[src/rtl/lsu_mem_ctrl.sv]
// lsu_mem_ctrl: RV32I load/store initiator for a word-wide synchronous data RAM.
// Latency: store/error response valid 1 cycle after accept, load response 2 cycles after accept.
// Backpressure: response held stable until resp_ready_i; req_ready_o only high in IDLE (no overlap).
//
// Ports:
//   clk_i, rst_i            clock, synchronous active-high reset
//   req_*_i / req_ready_o   request channel (byte address, funct3, store data)
//   resp_*_o / resp_ready_i registered response channel (extended load data, error flag)
//   mem_*_o / mem_rdata_i   RAM interface (word address, read enable, byte strobes, data)
//
// Optional build macro: MISALIGN_TRAP_EN -- when defined, misaligned halfword/word accesses
// are rejected with resp_err_o instead of being aligned down.
module lsu_mem_ctrl #(
    parameter int ADDR_W = 16
) (
    input  logic              clk_i,
    input  logic              rst_i,
    input  logic              req_valid_i,
    output logic              req_ready_o,
    input  logic              req_we_i,
    input  logic [2:0]        req_funct3_i,
    input  logic [ADDR_W+1:0] req_addr_i,
    input  logic [31:0]       req_wdata_i,
    output logic              resp_valid_o,
    input  logic              resp_ready_i,
    output logic [31:0]       resp_rdata_o,
    output logic              resp_err_o,
    output logic [ADDR_W-1:0] mem_addr_o,
    output logic              mem_read_o,
    output logic [3:0]        mem_write_o,
    output logic [31:0]       mem_wdata_o,
    input  logic [31:0]       mem_rdata_i
);

    typedef enum logic [1:0] {
        IDLE    = 2'd0,
        RD_DATA = 2'd1,
        RESP    = 2'd2
    } state_t;

    state_t      state_q;
    logic [1:0]  off_q;
    logic [2:0]  f3_q;
    logic        resp_valid_q;
    logic [31:0] resp_rdata_q;
    logic        resp_err_q;

    logic        accept;
    logic        req_legal;
    logic        req_misalign;
    logic        req_ok;
    logic [3:0]  st_strb;
    logic [31:0] st_data;
    logic [7:0]  ld_byte;
    logic [15:0] ld_half;
    logic [31:0] ld_ext_d;

    // Reset gates acceptance so no strobe can leak out during the reset cycle.
    assign accept      = (state_q == IDLE) && req_valid_i && !rst_i;
    assign req_ready_o = (state_q == IDLE) && !rst_i;

    // Request decode: legality, alignment and store lane formatting.
    always_comb begin
        req_legal    = 1'b0;
        req_misalign = 1'b0;
        st_strb      = 4'b0000;
        st_data      = 32'h0;

        if (req_we_i) begin
            req_legal = (req_funct3_i == 3'b000) || (req_funct3_i == 3'b001) ||
                        (req_funct3_i == 3'b010);
        end else begin
            req_legal = (req_funct3_i == 3'b000) || (req_funct3_i == 3'b001) ||
                        (req_funct3_i == 3'b010) || (req_funct3_i == 3'b100) ||
                        (req_funct3_i == 3'b101);
        end

`ifdef MISALIGN_TRAP_EN
        // funct3[1:0] encodes the access size for every legal load and store.
        req_misalign = ((req_funct3_i[1:0] == 2'b01) && req_addr_i[0]) ||
                       ((req_funct3_i[1:0] == 2'b10) && (req_addr_i[1:0] != 2'b00));
`else
        req_misalign = 1'b0;
`endif

        // Stores replicate the right-aligned data across lanes; strobes pick the lane.
        case (req_funct3_i[1:0])
            2'b00: begin
                st_strb = 4'b0001 << req_addr_i[1:0];
                st_data = {4{req_wdata_i[7:0]}};
            end
            2'b01: begin
                st_strb = 4'b0011 << {req_addr_i[1], 1'b0};
                st_data = {2{req_wdata_i[15:0]}};
            end
            default: begin
                st_strb = 4'b1111;
                st_data = req_wdata_i;
            end
        endcase
    end

    assign req_ok = req_legal && !req_misalign;

    // RAM interface is live only in the accepting cycle.
    assign mem_addr_o  = accept ? req_addr_i[ADDR_W+1:2] : '0;
    assign mem_read_o  = accept && !req_we_i && req_ok;
    assign mem_write_o = (accept && req_we_i && req_ok) ? st_strb : 4'b0000;
    assign mem_wdata_o = (accept && req_we_i && req_ok) ? st_data : 32'h0;

    // Load extraction from the registered RAM word using the latched offset/funct3.
    always_comb begin
        ld_byte  = 8'h0;
        ld_half  = 16'h0;
        ld_ext_d = 32'h0;

        case (off_q)
            2'd0:    ld_byte = mem_rdata_i[7:0];
            2'd1:    ld_byte = mem_rdata_i[15:8];
            2'd2:    ld_byte = mem_rdata_i[23:16];
            default: ld_byte = mem_rdata_i[31:24];
        endcase
        ld_half = off_q[1] ? mem_rdata_i[31:16] : mem_rdata_i[15:0];

        case (f3_q)
            3'b000:  ld_ext_d = {{24{ld_byte[7]}}, ld_byte};
            3'b100:  ld_ext_d = {24'h0, ld_byte};
            3'b001:  ld_ext_d = {{16{ld_half[15]}}, ld_half};
            3'b101:  ld_ext_d = {16'h0, ld_half};
            default: ld_ext_d = mem_rdata_i;
        endcase
    end

    always_ff @(posedge clk_i) begin
        if (rst_i) begin
            state_q      <= IDLE;
            off_q        <= 2'd0;
            f3_q         <= 3'd0;
            resp_valid_q <= 1'b0;
            resp_rdata_q <= 32'h0;
            resp_err_q   <= 1'b0;
        end else begin
            case (state_q)
                IDLE: begin
                    if (accept) begin
                        off_q <= req_addr_i[1:0];
                        f3_q  <= req_funct3_i;
                        if (!req_ok) begin
                            state_q      <= RESP;
                            resp_valid_q <= 1'b1;
                            resp_rdata_q <= 32'h0;
                            resp_err_q   <= 1'b1;
                        end else if (req_we_i) begin
                            state_q      <= RESP;
                            resp_valid_q <= 1'b1;
                            resp_rdata_q <= 32'h0;
                            resp_err_q   <= 1'b0;
                        end else begin
                            state_q <= RD_DATA;
                        end
                    end
                end
                RD_DATA: begin
                    state_q      <= RESP;
                    resp_valid_q <= 1'b1;
                    resp_rdata_q <= ld_ext_d;
                    resp_err_q   <= 1'b0;
                end
                RESP: begin
                    if (resp_ready_i) begin
                        state_q      <= IDLE;
                        resp_valid_q <= 1'b0;
                        resp_rdata_q <= 32'h0;
                        resp_err_q   <= 1'b0;
                    end
                end
                default: begin
                    state_q <= IDLE;
                end
            endcase
        end
    end

    assign resp_valid_o = resp_valid_q;
    assign resp_rdata_o = resp_rdata_q;
    assign resp_err_o   = resp_err_q;

endmodule
[config.mk]
export PLATFORM = sky130hd
export DESIGN_NAME = lsu_mem_ctrl
export DESIGN_NICKNAME = d
export VERILOG_FILES = /design/src/rtl/lsu_mem_ctrl.sv
export SDC_FILE = /design/constraint.sdc
export NUM_CORES = 1
export LEC_CHECK = 0
export CAP_MARGIN = 20
export CORE_ASPECT_RATIO = 2
export CORE_MARGIN = 1.5
export CORE_UTILIZATION = 40
export DETAILED_ROUTE_END_ITERATION = 10
export PLACE_DENSITY = 0.89
export SKIP_CTS_REPAIR_TIMING = 1
export SLEW_MARGIN = 40
export SYNTH_ARGS = -nofsm -noshare
export SYNTH_HDL_FRONTEND = slang
export SYNTH_SLANG_ARGS = --single-unit
[constraint.sdc]
create_clock -name clk_i -period 4.2 [get_ports clk_i]
set_input_delay 0.84 -clock clk_i [delete_from_list [all_inputs] [get_ports clk_i]]
set_output_delay 0.84 -clock clk_i [all_outputs]
set_load 0.02 [all_outputs]
Yosys cells after proc, flatten, opt, wreduce, memory -nomap -nowiden
Cells that the tools add are included.
- flip-flop bits (word level): 41
- input bits: 90
- output and inout port bits: 88
- word-level logic and storage cells: 73
- equality and inequality tests: 15
- shift-type cells: 2
- muxes and demuxes: 28
- reduce and logical (&&, ||, !) cells: 22
- operator list (kind ; count):
    2-to-1 mux 32 bit ; 5
    one-hot mux 32 bit (4 select lines) ; 1
    one-hot mux 32 bit (3 select lines) ; 1
    one-hot mux 32 bit (2 select lines) ; 1
    2-to-1 mux 16 bit ; 2
    one-hot mux 8 bit (3 select lines) ; 1
    == test 3 bit (second input constant) ; 4
    2-to-1 mux 1 bit ; 8
    2-to-1 mux 2 bit ; 4
    one-hot mux 4 bit (2 select lines) ; 1
    logical AND 1 bit ; 7
    == test 2 x 1 -> 1 bit (second input constant) ; 3
    == test 3 x 1 -> 1 bit (second input constant) ; 2
    logical NOT 2 bit ; 3
    logical NOT 3 bit ; 2
    one-hot mux 1 bit (3 select lines) ; 2
    one-hot mux 2 bit (3 select lines) ; 1
    == test 2 bit (second input constant) ; 2
    logical OR 1 bit ; 4
    2-to-1 mux 4 bit ; 1
    != test 2 bit (second input constant) ; 2
    AND reduction 2 bit ; 2
    AND reduction 4 bit ; 1
    left shift 1 x 2 -> 4 bit (first input constant) ; 1
    5 further kinds ; 6

Depth between registers and ports, before layout
- word-level depth: 9
- depth in mapped cells: 7
- depth with buffers taken out: 6

Worst setup path before layout
No wires, ideal clock.
- kind: input to output
- start point: input rst_i
- end point: output mem_wdata_o[13]
- arrival time: 2.091 ns
- data required time: 3.360 ns
- slack: 1.269 ns
- stages: 5
- path buffers: 1
- path through: nor2b_1 -> and2_1 -> nand4b_2 -> buf_2 -> a21oi_1
- longest elaborated chain between the ends: 5
- ends and longest elaborated chain (what ; RTL line ; RTL):
    start, declared ; 17 ; input logic rst_i,
    logical NOT 1 bit ; 59 ; assign accept = (state_q == IDLE) && req_valid_i && !rst_i;
    logical AND 1 bit ; 59 ;
    logical AND 1 bit (2 in a row) ; 109 ; assign mem_wdata_o = (accept && req_we_i && req_ok) ? st_data : 32'h0;
    2-to-1 mux 32 bit ; 109 ;
    end, declared ; 31 ; output logic [31:0] mem_wdata_o,
No other way between the ends.

Final worst setup path
- start point: input req_funct3_i[0]
- end point: output mem_wdata_o[9]
- longest elaborated chain between the ends: 8
- elaborated cells between the ends (all ways): 15
- ends and longest elaborated chain (what ; RTL line ; RTL):
    start, declared ; 21 ; input logic [2:0] req_funct3_i,
    == test 3 x 1 -> 1 bit / logical NOT 3 bit (equally long branches) ; 70, 73 ;
    logical OR 1 bit (2 in a row) ; 70, 73 ;
    logical OR 1 bit (2 in a row) ; 74 ; (req_funct3_i == 3'b010) || (req_funct3_i == 3'b100) ||
    2-to-1 mux 1 bit ; 69 ; if (req_we_i) begin
    logical AND 1 bit ; 109 ;
    2-to-1 mux 32 bit (*) ; 109 ;
Mark *: on every way between the ends. The rest lies on a longest branch, timed or not.

==> flow_summary.yaml <==
yosys:
  synth.area.top_cells: "dfxtp_1, mux2i_1, nor2_1, o2bb2ai_2, a21oi_1"
  synthFlopType: "dfxtp_1"
  synthMuxAreaShare_pct: 12.62
  synthSimpleGateAreaFrac_pct: 24.27
  synth_area_um2: 2845
  ys_warn_count: 0
  synth.distinct_cells: 43
  yosysSeqAreaShare_pct: 28.85
  synth_compound_area_share_pct: 27.48
  synthXorXnorAreaFrac_pct: 0
  synth_top_area_cell: "dfxtp_1"
  netlist_top_cells_count: "nor2_1, dfxtp_1, a21oi_1"
  synth_edf_count: 0
  post-synth-top-area-fraction_pct: 28.85
  syn_nets: 439
  async_flop_share_pct: 0
  synth_top_family_by_area: "compound AO/OA/AOI/OAI gates"
  syn-instance-count: 345
  synth_seq_cells: 41
  avgSynthCellArea_um2: 8.247
  synth_fa_ha_area_share_pct: 1.759
  yosysMostFrequentCell: "nor2_1"
floorplan:
  ios: 178
  core_area_um2: 6887
  die_w_um: 62.64
  die_h_um: 122.3
  dieArea_um2: 7658
  start_util_pct: 41.32
  num_rows: 43
worst_setup_path:
  crit_required_ns: 3.36
  r2r-start: "f3_q[1]"
  crit_fanout: 12
  crit_path_end_kind: "output pin"
  cp.arrival_ns: 2.79
  critical_path_class: "input port to output pin"
  start_kind: "input port"
  rrSetupSlack_ns: 1.66
  crit_start: "req_funct3_i[0]"
global_route:
  grt_overflow_total: 0
  grt_antenna_before_repair: 0
  grt_pass1_vias: 3448
  grt_pass1_wl_um: 17390
  grt_usage_pct: 29.09
  grt_max_degree: 33
flow_run:
  drv_cap: 0
timing:
  maxSlewViolCount: 0
  rsz0062_at_grt: "no"
  hold_slack_ns: 0.4704
  finClkSkew_ns: 0.005066
  max-slew-margin-rel_pct: 43.65
  clock.fmax_ghz: 0.2751
  tightest_slew_ns: 0.8441
  finalSetupTns_ns: 0
  post-route-min-period_ns: 3.635
  setup_violations: 0
  hold_violations: 0
  fin_crit_sh_pct: 86.54
clocking:
  clkTransAtPathRegs_ns: 0.06
  clock_latency_ns: 0.29
  htree_levels: 2
  cts_root_buf: "clkbuf_16"
  clock_path_buffers: 2
  cts_buffers: 5
  cts_tree: "done"
  clock-sinks: 41
power_and_ir_drop:
  peakVddDrop_v: 0.0001683
  p_per_area_nw_per_um2: 293.7
  cellLeakagePower_uw: 0.001913
route:
  wl_um: 11200
  drt_iter0_markers: 193
  drt_pre_antenna_iters: 7
  num_vias: 3401
  drc: 0
  avgViaCountPerCell: 5.621
  antenna_left: 0
  wl_per_cell_um: 18.50
place:
  dp_hpwl_um: 8715
  portBuffers: 177
  gp_congestion: 0.9301
final_layout:
  fin_nets: 608
  area_delta_synth_final_pct: 71.68
  diodes: 0
  drive_gt1_share_pct: 8.155
outcome:
  status: "finished, final reports clean"
worst_hold_path:
  min_from: "resp_rdata_o[31]"
  hp-class: "flop to flop"
-- worst max-delay path, cell delays in order --
cell,delay [ns]
clkdlybuf4s50_1,0.42
buf_4,0.19
nor2_1,0.43
nand2_1,0.13
a21oi_1,0.15
clkdlybuf4s50_1,0.63
-- layer usage --
layer	wire length [µm]	track usage, %
met1	4105	31.52
met2	5558	52.08
met3	1011	6.508
met4	520	15.69
met5	0	0
-- placed cells by master (no fill, tap or decap), types with 6 or more instances in the layout --
cell / count
a21oi_1: 27
a222oi_1: 6
a22o_1: 8
a32o_1: 8
and2_1: 9
and3_1: 16
buf_4: 10
clkdlybuf4s50_1: 177
dfxtp_1: 41
mux2_2: 7
mux2i_1: 25
nand2_1: 23
nand2b_1: 17
nand3_1: 8
nor2_1: 45
nor2b_1: 8
o21ai_0: 21
o2bb2ai_1: 6
o2bb2ai_2: 10
-- path summary, 6_finish.rpt --
check	end	cells past startpoint
min reg2reg	resp_rdata_o[31]	1
max	mem_wdata_o[9]	6
min	resp_rdata_o[31]	1
max reg2reg	resp_rdata_o[6]	4
-- area by class of cell --
class	instances	area (µm²)
Clock inverter	3	65.06
Tap cell	90	112.6
Sequential cell	41	820.8
Fill cell	602	2002
Inverter	6	22.52
Clock buffer	5	125.1
Multi-Input combinational cell	273	1892
Timing Repair Buffer	187	1847
-- logic make-up (layout without fill, tap and decap cells) --
kind of cell             Yosys count  in the layout
adder cells (fa/ha/maj)            4              4
AND/OR/NAND/NOR                  134            134
flip-flops                        41             41
buffers and inverters             31            201
multiplexers                      34             34
AO/OA/AOI/OAI                    101            101
-- through the flow --
step	util [%]	worst slack [ns]	power, µW	instance area [µm²]	std cells
2_1_floorplan	-	1.269	720.2	2845	345
3_3_place_gp	68.08	0.5774	928.3	4688	597
3_5_place_dp	68.17	0.5578	940.4	4695	597
4_1_cts	70.93	0.5573	1437	4885	605
5_1_grt	70.93	0.3661	1497	4885	605
6_report	70.93	0.5655	1435	4885	605
-- registers in the layout (all words and copies together) (netlist names) --
name	flops
resp_err_o	1
off_q	2
resp_valid_o	1
f3_q	3
resp_rdata_o	32
state_q	2
-- where the power goes --
part	internal (µW)	switching (µW)
sequential	410	32.9
clock	339	156
combinational	242	254
total	991	443
No activity file was read; power rests on OpenSTA's default activity.
